<file path="config.mk">
export PLATFORM = sky130hd
export DESIGN_NAME = sub8_serial_flat
export DESIGN_NICKNAME = d
export VERILOG_FILES = /design/src/rtl/sub8_serial_if.sv /design/src/rtl/sub8_serial.sv /design/src/flat_wrapper.sv
export SDC_FILE = /design/constraint.sdc
export NUM_CORES = 1
export LEC_CHECK = 0
export ABC_AREA = 1
export BUFFER_PORTS_ARGS = -buffer_cell sky130_fd_sc_hd__buf_2
export CAP_MARGIN = 5
export CELL_PAD_IN_SITES_DETAIL_PLACEMENT = 0
export CELL_PAD_IN_SITES_GLOBAL_PLACEMENT = 1
export CORE_AREA = 2 2 78 65
export CTS_CLUSTER_SIZE = 28
export DETAILED_ROUTE_END_ITERATION = 6
export DIE_AREA = 0 0 80 67
export GPL_TIMING_DRIVEN = 0
export MAX_ROUTING_LAYER = met4
export PLACE_DENSITY = 0.85
export REMOVE_ABC_BUFFERS = 1
export SETUP_SLACK_MARGIN = 0.1
export SLEW_MARGIN = 20
export SYNTH_ARGS = -nofsm -noshare
export SYNTH_HDL_FRONTEND = slang
export SYNTH_SLANG_ARGS = --single-unit
</file>
<file path="constraint.sdc">
create_clock -name clk -period 1.4 [get_ports clk]
set_clock_uncertainty 0.1 [all_clocks]
set_input_delay 0.07 -clock clk [delete_from_list [all_inputs] [get_ports clk]]
set_output_delay 0.07 -clock clk [all_outputs]
set_load 0.02 [all_outputs]
</file>
<file path="src/rtl/sub8_serial_if.sv">
// Handshake and operand/result bundle for the bit-serial subtractor.
// The requester drives start/a/b/bi; the subtractor returns busy/done/d/bo.
interface sub8_serial_if #(
    parameter int WIDTH = 8
);
    logic             start;
    logic [WIDTH-1:0] a;
    logic [WIDTH-1:0] b;
    logic             bi;
    logic             busy;
    logic             done;
    logic [WIDTH-1:0] d;
    logic             bo;

    modport master (
        output start, a, b, bi,
        input  busy, done, d, bo
    );

    modport slave (
        input  start, a, b, bi,
        output busy, done, d, bo
    );
endinterface

</file>
<file path="src/rtl/sub8_serial.sv">
// Bit-serial subtractor: d = a - b - bi, one full-subtractor cell iterated LSB first.
// A borrow flip-flop carries between bits; results are published with a one-cycle done pulse.
module sub8_serial #(
    parameter int WIDTH = 8
) (
    input  logic          clk,
    input  logic          rst,
    sub8_serial_if.slave  bus
);
    localparam int CW = $clog2(WIDTH) + 1;

    typedef enum logic [1:0] {IDLE, SHIFT, DONE} state_t;

    state_t           state;
    state_t           next_state;
    logic [WIDTH-1:0] a_sr;
    logic [WIDTH-1:0] b_sr;
    logic [WIDTH-1:0] d_sr;
    logic             borrow;
    logic [CW-1:0]    count;
    logic [WIDTH-1:0] d_reg;
    logic             bo_reg;
    logic             done_reg;

    logic x;
    logic y;
    logic diff;
    logic borrow_next;
    logic last_bit;
    logic accept;

    always_comb begin
        x           = a_sr[0];
        y           = b_sr[0];
        diff        = x ^ y ^ borrow;
        borrow_next = (~x & y) | (~(x ^ y) & borrow);
        last_bit    = (count == CW'(WIDTH - 1));
        accept      = (state != SHIFT) && bus.start;
    end

    always_ff @(posedge clk) begin
        if (rst) begin
            state <= IDLE;
        end else begin
            state <= next_state;
        end
    end

    // DONE also accepts a new request so operations can run back to back.
    always_comb begin
        next_state = state;
        case (state)
            IDLE:    if (bus.start) next_state = SHIFT;
            SHIFT:   if (last_bit)  next_state = DONE;
            DONE:    next_state = bus.start ? SHIFT : IDLE;
            default: next_state = IDLE;
        endcase
    end

    always_ff @(posedge clk) begin
        if (rst) begin
            a_sr     <= '0;
            b_sr     <= '0;
            d_sr     <= '0;
            borrow   <= 1'b0;
            count    <= '0;
            d_reg    <= '0;
            bo_reg   <= 1'b0;
            done_reg <= 1'b0;
        end else begin
            done_reg <= (state == DONE);
            if (state == DONE) begin
                d_reg  <= d_sr;
                bo_reg <= borrow;
            end
            if (accept) begin
                a_sr   <= bus.a;
                b_sr   <= bus.b;
                borrow <= bus.bi;
                count  <= '0;
            end else if (state == SHIFT) begin
                d_sr   <= {diff, d_sr[WIDTH-1:1]};
                a_sr   <= a_sr >> 1;
                b_sr   <= b_sr >> 1;
                borrow <= borrow_next;
                count  <= count + CW'(1);
            end
        end
    end

    assign bus.busy = (state == SHIFT);
    assign bus.done = done_reg;
    assign bus.d    = d_reg;
    assign bus.bo   = bo_reg;
endmodule

</file>
<file path="src/flat_wrapper.sv">
// flat-port wrapper written by rule: the top's interface ports become plain ports
module sub8_serial_flat 
#(
    parameter int WIDTH = 8
)
  (clk, rst, bus_start, bus_a, bus_b, bus_bi, bus_busy, bus_done, bus_d, bus_bo);
  sub8_serial_if #(.WIDTH(WIDTH)) bus_i ();
  input  logic clk;
  input  logic rst;
  input wire logic [$bits(bus_i.start)-1:0] bus_start;
  input wire logic [$bits(bus_i.a)-1:0] bus_a;
  input wire logic [$bits(bus_i.b)-1:0] bus_b;
  input wire logic [$bits(bus_i.bi)-1:0] bus_bi;
  output wire logic [$bits(bus_i.busy)-1:0] bus_busy;
  output wire logic [$bits(bus_i.done)-1:0] bus_done;
  output wire logic [$bits(bus_i.d)-1:0] bus_d;
  output wire logic [$bits(bus_i.bo)-1:0] bus_bo;
  assign bus_i.start = bus_start;
  assign bus_i.a = bus_a;
  assign bus_i.b = bus_b;
  assign bus_i.bi = bus_bi;
  assign bus_busy = bus_i.busy;
  assign bus_done = bus_i.done;
  assign bus_d = bus_i.d;
  assign bus_bo = bus_i.bo;
  sub8_serial #(.WIDTH(WIDTH)) u_core (.clk(clk), .rst(rst), .bus(bus_i));
endmodule
</file>
* Word level (Yosys, flattened, before mapping)
Cells that the tools add are included. Widths: inputs -> output; s select.
Storage, ports and cells: bits of input ports 20, logic and storage cells 40, flip-flop bits (word level) 41
Operators by class: bitwise logic cells 8, equal/unequal tests 6, muxes and demuxes 10, add/sub/neg operators 1, reductions and logical operators 6
Operator list (number):
- $mux 8 | 4
- $pmux 2 s3 | 1
- $add 4x1->4 const B | 1
- $eq 4x3->1 const B | 1
- $mux 2 | 2
- $ne 2x1->1 const B | 2
- $reduce_and 2->1 | 2
- $mux 1 | 3
- $not 1->1 | 3
- $and 1x1->1 | 2
- $eq 2x1->1 const B | 1
- $eq 2x2->1 const B | 1
- $logic_not 2->1 | 1
- $ne 2x2->1 const B | 1
- $reduce_bool 2->1 | 1
- $reduce_or 2->1 | 1
- $xor 1x1->1 | 2
- $logic_and 1x1->1 | 1
- $or 1x1->1 | 1

* Longest topological paths before layout
Gate-level depths: netlist of the first run.
depth in word-level cells 6, depth in mapped cells 7

* Worst setup path after synthesis of the first run
OpenSTA, ideal clock, no wires.
kind reg2reg, start register u_core.b_sr[0], end register u_core.d_sr[7], cell stages (with the launch flop) 5, period minus slack after synthesis 1.216 ns, required time 1.184 ns, buffers on the path 0, library setup time 0.116 ns, data arrival time 1.000 ns, setup slack 0.184 ns, cells stage by stage dfxtp_1 > inv_1 > fa_1 > o21ai_0 > nor2_1
On the way: longest elaborated chain between the ends 2
RTL lines:
- start, declared | RTL line sub8_serial.sv:17 | logic [WIDTH-1:0] b_sr;
- start signal, assigned | RTL line sub8_serial.sv:78 | b_sr <= bus.b;
- start signal, assigned | RTL line sub8_serial.sv:84 | b_sr <= b_sr >> 1;
- $xor 1x1->1 (2 in series) | RTL line sub8_serial.sv:35 | diff = x ^ y ^ borrow;
- via u_core.diff | RTL line sub8_serial.sv:27 | logic diff;
- end signal, assigned | RTL line sub8_serial.sv:82 | d_sr <= {diff, d_sr[WIDTH-1:1]};
- end, declared | RTL line sub8_serial.sv:18 | logic [WIDTH-1:0] d_sr;
The timed path passes the listed nets, and every way through them passes these cells. A chain may end at the register's enable or synchronous reset.

* Worst setup path in the final report of the first run
start register u_core.borrow, end register u_core.d_sr[7]
On the way: longest elaborated chain between the ends 1
RTL lines:
- start, declared | RTL line sub8_serial.sv:19 | logic borrow;
- start signal, assigned | RTL line sub8_serial.sv:79 | borrow <= bus.bi;
- start signal, assigned | RTL line sub8_serial.sv:85 | borrow <= borrow_next;
- $xor 1x1->1 | RTL line sub8_serial.sv:35
- via u_core.diff | RTL line sub8_serial.sv:27
The timed path passes the listed nets, and every way through them passes these cells.

==> results.md, run 1 <==
- Status: complete, but fails checks
- Failing checks: hold timing
- Critical path peak fanout: 2
- Syn-to-layout area delta: 28.0%
- Yosys top cell area share: 47.3%
- Antenna Nets Post-Route: 0
- Post-synthesis sequential area ratio: 47.3%
- PwrDens: 1130 nW/um^2
- Final hold vios: 1
- Rows: 22
- Routed wl met3: 146 um
- Hold Path Cell Cnt: 5
- PortBufs: 30
- Vias per inst: around 4.7
- Grt ovf: 0
- CTS Buf Count: 5
- Reg2reg start: u_core.borrow
- Critical Path Start: u_core.borrow
- Placer Congestion: 0.724
- Worst EP required: 1.53 ns
- Synthesized instance count: 241
- Number of global-route vias before repair: 1355
- Clk pwr share: a little under two fifths
- Post-layout min period: 1.29 ns
- Share of cells above drive strength 1: 20.1%
- GRT Resource Usage Total: 15.9%
- CTS tree: yes
- Number of synthesized register bits: 41
- Root Driver: clkbuf_8
- DRC: 0
- Hold Crit Start: bus_b[4]
- Worst Setup End Kind: flip-flop
- IO Pins: 31
- Initial antenna violation count: 0
- Final WL: 3.81 mm
- Rel. slew slack: between 40% and 50%
- Async SR Flop Fraction: 0%
- Yosys cell types: 22
- Switch Pwr: 0.634 mW
- Final design utilization: 49.3%
- Cell Area, Synth: 1740 sq um
- TritonCTS Sinks: 41
- Die Footprint: 5360 sq um
- H-tree lvl count: 2
- Initial Util: 38.5%
- # fillers: 472
- Worst Tran Pin Value: 0.887 ns
- First-pass GRT wire length: 6.40 mm
- Post-synth top flop: dfxtp_1
- Worst Path Arrival: 1.42 ns
- Die span in x: 80 um
- WS Path Type: reg -> reg
- Die Span Y: roughly 67 um
- Finish-stage setup viols: 0
- CORE AREA: approximately 4500 sq um
- DR WL/cell: 11.1 um
- Switching power share of the total: 25.1%
- Max-cap violations: 0
- Total negative setup slack: 0 ns
- Max Slew Vio Count: 0
- Number of synthesized flops with an enable pin: 0
- Maximum clock path buffer count: 2
- Drt first-iter violations: 71
- Startpoint types: flip-flop
- Synth top area cells: dfxtp_1 (47%), nand3_1 (14%), nand2_1 (9.5%), nor2_1 (8.9%), o21ai_0 (4.9%)
- 1st-pass router iterations: 4
- Maximum vdd drop: 632 uV
- Leading area contributor after synthesis: dfxtp_1
- Finished Layout Cells: 343
- Combinational share of power: 12.5%
- Max Freq: ~800 MHz
- Skew-Pair Late Insertion Delay: ~0.29 ns
- P_int: ~1.9 mW
- RSZ-0062 raised after global routing: true
- DR WL met2: 1.63 mm
- Clk slew on worst S/H paths: approximately 0.08 ns
- Vias post-DR: 1601
- Hold_ws: -0.000231 ns
- Sequential share of power: 49.8%
- Max Used Layer: met4
- Nets@finish: 304
- DRT met1 WL: 2.00 mm
- Leak pwr: 1.08 nW
- Final critical-path share of the clock period: 91.8%
- Mean post-synth cell area: 7.21 sq um
- Largest net degree at the start of global routing: 34
- Yosys Warn Count: 0
- Worst Reg-to-Reg Cells: 4
- Ant diodes: 0
- Number of instances in the placed design: 317
- DPL Wire Length: approximately 2.2 mm
- Min-delay worst type: in -> reg
## Yosys cell counts (2+ instances only)
cell      instances
inv_1            21
nand3_1          48
dfxtp_1          41
buf_4             4
nand2_1          44
buf_2             4
clkbuf_1          2
a21oi_1           6
buf_6             2
nor2_1           41
o21ai_0          17
## cell families after synthesis
family	share of synthesized area, %
flip-flops	47.3
AO/OA/AOI/OAI	6.63
XOR/XNOR	0.504
buffers and inverters	10.1
adder cells (fa/ha/maj)	1.87
AND/OR/NAND/NOR	33.6
## cell usage in the layout, fill, tap and decap left out, types with 3 or more instances in the layout
cell type,instances
dlygate4sd3_1,11
inv_1,19
dfxtp_1,37
clkbuf_8,5
buf_4,4
nand2_1,44
o21ai_0,16
nor2_1,40
a21oi_1,5
nand3_1,48
nor2_4,3
buf_2,30
## metrics by stage
step                instance area (sq um)  setup slack, ns  power, mW
floorplan                            1650           -0.192       1.44
global placement                     1870           -0.455       1.53
detailed placement                   1870           -0.491       1.53
CTS                                  2180           0.0664       2.53
global route                         2220           0.0441       2.67
finish                               2220            0.115       2.52
## layer usage
metal	vias up	GRT usage (%)
li1	850	-
met1	718	21.1
met2	28	23.5
met3	5	4.07
met4	0	5.72
met5	-	-
## cell type report
| cell class | count | area (sq um) | share of cell area, % |
|---|---|---|---|
| flip-flops and latches | 41 | 831 | 37.4 |
| clock buffers | 5 | 68.8 | 3.10 |
| multi-input cells | 165 | 802 | 36.1 |
| well taps | 60 | 75.1 | 3.38 |
| inverters | 23 | 90.1 | 4.05 |
| clock inverters | 3 | 46.3 | 2.08 |
| repair buffers | 46 | 310 | 14.0 |
## worst max-delay path, cell delays in order (launching register included)
cell     delay (ns)
dfxtp_2        0.34
inv_2          0.05
fa_1           0.54
o21ai_1        0.06
nor2_1         0.13
## power groups by stage
stage               registers (mW)  clock network, mW  logic, mW
floorplan                     1.28                  0      0.165
global placement              1.28                  0      0.244
detailed placement            1.28                  0      0.246
CTS                           1.26              0.973      0.293
global route                  1.26               1.05      0.358
finish                        1.26              0.951      0.315
## what timing repair did
item                                    in CTS  in global routing
resized for setup                           10                  9
cloned                                       2                  0
hold buffers                                11                  0
buffers inserted                             4                  1
pin swaps                                    3                  4
endpoints found under the hold margin       12                  0
endpoints found under the setup margin      42                 38
## final timing paths
kind / slack [ns] / to
setup / recovery: 0.11 / u_core.d_sr[7]
hold / removal: -0.0002 / u_core.b_sr[4]
setup reg to reg: 0.11 / u_core.d_sr[7]
hold reg to reg: 0.37 / u_core.b_sr[7]
(Power assumes the default switching activity.)
==> run 2: changes to the inputs <==
--- a/config.mk
+++ b/config.mk
@@ -8,15 +8,14 @@
 export ABC_AREA = 1
 export BUFFER_PORTS_ARGS = -buffer_cell sky130_fd_sc_hd__buf_2
 export CAP_MARGIN = 5
-export CELL_PAD_IN_SITES_DETAIL_PLACEMENT = 0
-export CELL_PAD_IN_SITES_GLOBAL_PLACEMENT = 1
-export CORE_AREA = 2 2 78 65
+export CORE_AREA = 2 2 69 58
+export CTS_BUF_LIST = sky130_fd_sc_hd__clkbuf_8
 export CTS_CLUSTER_SIZE = 28
 export DETAILED_ROUTE_END_ITERATION = 6
-export DIE_AREA = 0 0 80 67
+export DIE_AREA = 0 0 71 60
 export GPL_TIMING_DRIVEN = 0
 export MAX_ROUTING_LAYER = met4
-export PLACE_DENSITY = 0.85
+export PLACE_DENSITY = 0.8
 export REMOVE_ABC_BUFFERS = 1
 export SETUP_SLACK_MARGIN = 0.1
 export SLEW_MARGIN = 20
==> run 2 against run 1 <==
  * The flow now finishes without violations
  * Critical path depth unchanged
  * Global-route usage up 3.5 points
  * Clock power down 4.8%
  * Combinational power down 2%
  * Setup slack better by 0.027 ns
  * Total power down 1.9%
  * Critical endpoint unchanged
  * Largest power group unchanged
==> results.md, run 2 (synthesized netlist as in run 1, its figures left out) <==
- Status: finished clean
- 1st-pass router iterations: 4
- Grt ovf: 0
- DR WL/cell: about 12 um
- WS Path Type: reg -> reg
- Leak pwr: 1.07 nW
- Rows: 20
- Commonest non-fill, non-tap cell in the layout: nand3_1
- # fillers: 311
- Startpoint types: flip-flop
- CORE AREA: 3630 sq um
- Syn-to-layout area delta: 24.9%
- Post-layout min period: 1.26 ns
- Share of cells above drive strength 1: 19.8%
- GRT Resource Usage Total: 19.4%
- PwrDens: 1140 nW/um^2
- Finish-stage setup viols: 0
- DPL Wire Length: between 2 and 2.5 mm
- Worst Tran Pin Value: 0.888 ns
- Final WL: 3.82 mm
- Commonest cells after routing, fill and taps aside: nand3_1 (48), nand2_1 (44), nor2_1 (40)
- Initial Util: a little under half
- Largest delay share family, worst path: adder cells
- Switching power share of the total: between 20 and 25%
- CTS Buf Count: 5
- Final critical-path share of the clock period: 89.9%
- Cell Chain, Critical Path: inv_2, fa_1, o21ai_1, nor2_1
- Clk slew on worst S/H paths: around 0.070 ns
- Clk pwr share: between 30% and 40%
- Total negative setup slack: 0 ns
- Worst Setup End Kind: flip-flop
- CP max stage delay: approximately 0.53 ns
- Worst EP required: 1.53 ns
- First-pass GRT wire length: 6.17 mm
- Nets@finish: 300
- Root Driver: clkbuf_8
- Maximum clock path buffer count: 2
- Die Footprint: 4260 sq um
- Antenna Nets Post-Route: 0
- Max-cap violations: 0
- Vias per inst: 4.94
- H-tree lvl count: 2
- Final hold vios: 0
- CTS tree: yes
- PortBufs: 30
- Max Freq: 795 MHz
- Largest net degree at the start of global routing: 34
- RSZ-0062 raised after global routing: false
- Switch Pwr: between 0.6 and 0.7 mW
- Vias post-DR: 1592
- Skew-Pair Late Insertion Delay: 0.29 ns
- Worst Path Arrival: 1.39 ns
- Combinational share of power: 12.5%
- Placer Congestion: ~0.83
- Ant diodes: 0
- Maximum vdd drop: about 740 uV
- Hold_ws: 0.00749 ns
- Die Span Y: 60 um
- Area of the multi-input gates: 802 sq um
- CP max-delay cell: fa_1
- Total Power: 2.47 mW
- TritonCTS Sinks: 41
- DRC: 0
- Rel. slew slack: between 40% and 50%
- Min-delay worst type: in -> reg
- Critical path peak fanout: 2
- Initial antenna violation count: 0
- IO Pins: 31
- P_int: 1.87 mW
- Die span in x: between 70 and 80 um
- Sequential share of power: approximately half
- Max Slew Vio Count: 0
- WP buf/inv: 1
- Drt first-iter violations: 101
- FF+latch area: 828 sq um
- Number of global-route vias before repair: 1432
[run 2: cell count changes in the layout (fill, tap and decap cells not counted), sizes merged]
cell,delta
dlygate4sd3,-3
buf,-1
clkinvlp,-1
[run 2: cell type report]
type,count,area share [%]
Clock buffer,5,3.17
Clock inverter,2,1.62
Inverter,23,4.15
Multi-Input combinational cell,165,37.0
Sequential cell,41,38.2
Tap cell,44,2.54
Timing Repair Buffer,42,13.3
[run 2: path summary, 6_finish.rpt]
kind / startpoint / endpoint / slack [ns] / depth (start not counted)
max: u_core.borrow / u_core.d_sr[7] / 0.14 / 4
max reg2reg: u_core.borrow / u_core.d_sr[7] / 0.14 / 4
min: bus_bi / u_core.borrow / 0.007 / 5
min reg2reg: u_core.b_sr[7] / u_core.b_sr[7] / 0.37 / 2
[run 2: layer usage]
metal	share of wire (%)	up-vias	track usage, %
met5	0	-	-
met4	1.3	0	8.89
met3	5.2	5	5.40
met2	48	42	30.7
met1	46	703	23.3
li1	-	842	-
[run 2: through the flow]
step / instance area [sq um] / instances / setup slack, ns / utilization (%)
2_1_floorplan: 1650 / 227 / -0.192 / -
3_3_place_gp: 1850 / 301 / -0.390 / 51.1
3_5_place_dp: 1850 / 301 / -0.435 / 51.1
4_1_cts: 2130 / 320 / 0.0927 / 58.6
5_1_grt: 2170 / 322 / 0.0942 / 59.8
6_report: 2170 / 322 / 0.142 / 59.8
[run 2: power by group through the flow]
stage	logic, mW	clock network, mW	registers, mW
2_1_floorplan	0.165	0	1.28
3_3_place_gp	0.236	0	1.28
3_5_place_dp	0.244	0	1.28
4_1_cts	0.282	0.924	1.26
5_1_grt	0.350	0.978	1.26
6_report	0.310	0.905	1.26
[run 2: timing repair]
action                                 CTS  global route
cloned                                   2             0
pin swaps                                3             3
buffers inserted                         2             2
endpoints found under the hold margin    9             0
hold buffers                             8             0
setup endpoints to repair               42            22
gates resized for setup                 13             6
[run 2: tightest hold or removal path, delay by kind of cell]
family        cells  cell delay, ns
buf+inv           1            0.08
simple gates      4            0.21
==> run 3: changes to the inputs <==
--- a/config.mk
+++ b/config.mk
@@ -7,15 +7,15 @@
 export LEC_CHECK = 0
 export ABC_AREA = 1
 export BUFFER_PORTS_ARGS = -buffer_cell sky130_fd_sc_hd__buf_2
-export CAP_MARGIN = 5
-export CORE_AREA = 2 2 69 58
+export CAP_MARGIN = 30
+export CORE_AREA = 2 2 77 64
 export CTS_BUF_LIST = sky130_fd_sc_hd__clkbuf_8
 export CTS_CLUSTER_SIZE = 28
 export DETAILED_ROUTE_END_ITERATION = 6
-export DIE_AREA = 0 0 71 60
+export DIE_AREA = 0 0 79 66
 export GPL_TIMING_DRIVEN = 0
 export MAX_ROUTING_LAYER = met4
-export PLACE_DENSITY = 0.8
+export PLACE_DENSITY = 0.68
 export REMOVE_ABC_BUFFERS = 1
 export SETUP_SLACK_MARGIN = 0.1
 export SLEW_MARGIN = 20
==> run 3 against run 2 <==
  * Die area grew 22%
  * Register-to-register slack worse by 0.04 ns
  * Clock power up 6.0%
  * Setup slack lost 0.050 ns
  * Critical path depth down 1
  * Design area grew 7.5%
  * Sequential share of layout area shrank 2.7 points
  * Fmax is 3.8% lower
==> results.md, run 3 (synthesized netlist as in run 1, its figures left out) <==
- Rows: 22
- IO Pins: 31
- Initial antenna violation count: 0
- 1st-pass router iterations: 5
- Worst Setup End Kind: output port
- WP buf/inv: 2
- FF+latch area: about 830 sq um
- Worst Reg-to-Reg Cells: 7
- Combinational share of power: 13.4%
- Switching power share of the total: between 20% and 30%
- Startpoint types: flip-flop
- Commonest cells after routing, fill and taps aside: nand3_1 (42), nor2_1 (39), nand2_1 (38), dfxtp_1 (38), buf_2 (29)
- Nets@finish: between 300 and 400
- Finished Layout Cells: 347
- Largest delay share family, worst path: flip-flops
- Max Freq: ~760 MHz
- DP Worst Slack: -0.448 ns
- Sequential share of power: approximately half
- Ant diodes: 0
- Final critical-path share of the clock period: 93.4%
- Number of global-route vias before repair: 1375
- GRT Resource Usage Total: 15.0%
- Critical Path Start: u_core.state[0]
- Max Slew Vio Count: 0
- WS Path Type: reg -> out
- Min-delay worst type: in -> reg
- Final WL: 3.86 mm
- P_int: between 1.5 and 2 mW
- Initial Util: 38.9%
- Die span in x: just under 80 um
- Vias per inst: ~4.6
- Number of stages on the worst setup path: 3
- PortBufs: 30
- Final WS setup: 0.0920 ns
- Critical path peak fanout: 5
- Antenna Nets Post-Route: 0
- Total Power: 2.57 mW
- CORE AREA: 4460 sq um
- Drt first-iter violations: 87
- Number of instances in the placed design: 318
- TritonCTS Sinks: 41
- Leak pwr: 1.17 nW
- Post-layout min period: 1.31 ns
- Worst R2R Setup Slack: approximately 0.1 ns
- Max-cap violations: 0
- # fillers: 432
- Syn-to-layout area delta: 34.2%
- Area of the multi-input gates: approximately 850 sq um
- Largest net degree at the start of global routing: 45
- Total negative setup slack: 0 ns
- DR WL/cell: roughly 11 um
- Maximum clock path buffer count: 2
- Share of cells above drive strength 1: 24.7%
- First-pass GRT wire length: 5.98 mm
- PwrDens: between 1000 and 1500 nW/um^2
- Cell Chain, Critical Path: inv_4, nor2_4, buf_6
- Finish-stage setup viols: 0
- DRC: 0
- Switch Pwr: 0.653 mW
- Final hold vios: 0
- Die Footprint: between 5000 and 6000 sq um
- Reg2reg start: u_core.state[0]
- Rel. slew slack: 38.9%
- Worst Tran Pin Value: between 0.9 and 1 ns
- CP max stage delay: 0.42 ns
- H-tree lvl count: 2
- Die Span Y: 66 um
- Final design utilization: 52.3%
- Worst EP required: around 1.2 ns
- Clk pwr share: 37.4%
- Placer Congestion: 0.795
- RR Endpoint: u_core.a_sr[2]
- RSZ-0062 raised after global routing: true
- DPL Wire Length: 2.22 mm
- Commonest non-fill, non-tap cell in the layout: nand3_1
- Root Driver: clkbuf_8
- Status: finished clean
- Skew-Pair Late Insertion Delay: 0.29 ns
- Worst Path Arrival: about 1.1 ns
- CP max-delay cell: dfxtp_4
- Vias post-DR: 1607
- CTS tree: yes
- CP Capture Point: bus_busy
- Clk slew on worst S/H paths: approximately 0.090 ns
- CTS Buf Count: 5
- Grt ovf: 0
- Maximum vdd drop: about 600 uV
-- run 3: cell count changes in the layout (fill, tap and decap cells not counted), moves of 2 or more --
| cell | previous run | this run |
|---|---|---|
| nand2_4 | 0 | 2 |
| nand3_1 | 48 | 42 |
| nand3_2 | 0 | 6 |
| dlygate4sd3_1 | 8 | 12 |
| nand2_1 | 44 | 38 |
| buf_4 | 1 | 6 |
| nand2_2 | 0 | 4 |
| inv_2 | 2 | 0 |
| buf_12 | 2 | 0 |
-- run 3: worst reg2reg max path, cell delays in order (launching register included) --
cell       delay, ns
dfxtp_4         0.42
inv_4           0.05
nor2_4          0.21
clkbuf_16       0.22
nand2_2         0.05
nand3_2         0.06
nand2_1         0.05
inv_1           0.08
-- run 3: metal layers --
| metal | GRT usage (%) | wire (um) | share of wire (%) | up-vias |
|---|---|---|---|---|
| li1 | - | - | - | 852 |
| met1 | 18.5 | 1950 | 51 | 724 |
| met2 | 23.4 | 1710 | 44 | 27 |
| met3 | 3.83 | 153 | 4.0 | 4 |
| met4 | 6.47 | 46 | 1.2 | 0 |
| met5 | - | 0 | 0 | - |
-- run 3: power by group through the flow --
stage                     registers (mW)  clock network (mW)  logic (mW)
after floorplan                     1.28                   0       0.165
after global placement              1.28                   0       0.240
after detailed placement            1.28                   0       0.251
after CTS                           1.26               0.986       0.291
after global routing                1.27                1.04       0.385
final                               1.26               0.959       0.345
-- run 3: stage by stage --
stage | instance area [sq um] | hold WS (ns)
detailed placement | 1890 | 0.254
global placement | 1870 | 0.240
global route | 2330 | 0.0119
floorplan | 1650 | 0.0391
CTS | 2190 | 0.000584
finish | 2330 | 0.00191
-- run 3: worst min-delay path by stage --
stage,from,end,slack (ns),depth (start not counted)
5_1_grt,bus_b[0],u_core.b_sr[0],0.01,5
4_1_cts,bus_b[0],u_core.b_sr[0],0.0006,5
3_5_place_dp,bus_b[7],u_core.b_sr[7],0.25,3
6_report,bus_b[0],u_core.b_sr[0],0.002,5
2_1_floorplan,rst,u_core.a_sr[7],0.04,1
3_3_place_gp,rst,u_core.a_sr[7],0.24,2
-- run 3: layout make-up --
type / instances / area share, %
sequential: 41 / 35.5
timing repair buffer: 51 / 16.0
inverter: 23 / 3.97
clock inverter: 3 / 1.99
multi-input combinational: 164 / 36.4
clock buffer: 5 / 2.95
tap: 60 / 3.22
-- run 3: timing repair --
item | in CTS | in global routing
endpoints found under the hold margin | 13 | 0
setup endpoints to repair | 42 | 20
hold buffers | 12 | 0
buffers inserted | 4 | 3
resized for setup | 10 | 24
gates cloned | 0 | 2
pin swaps | 2 | 8
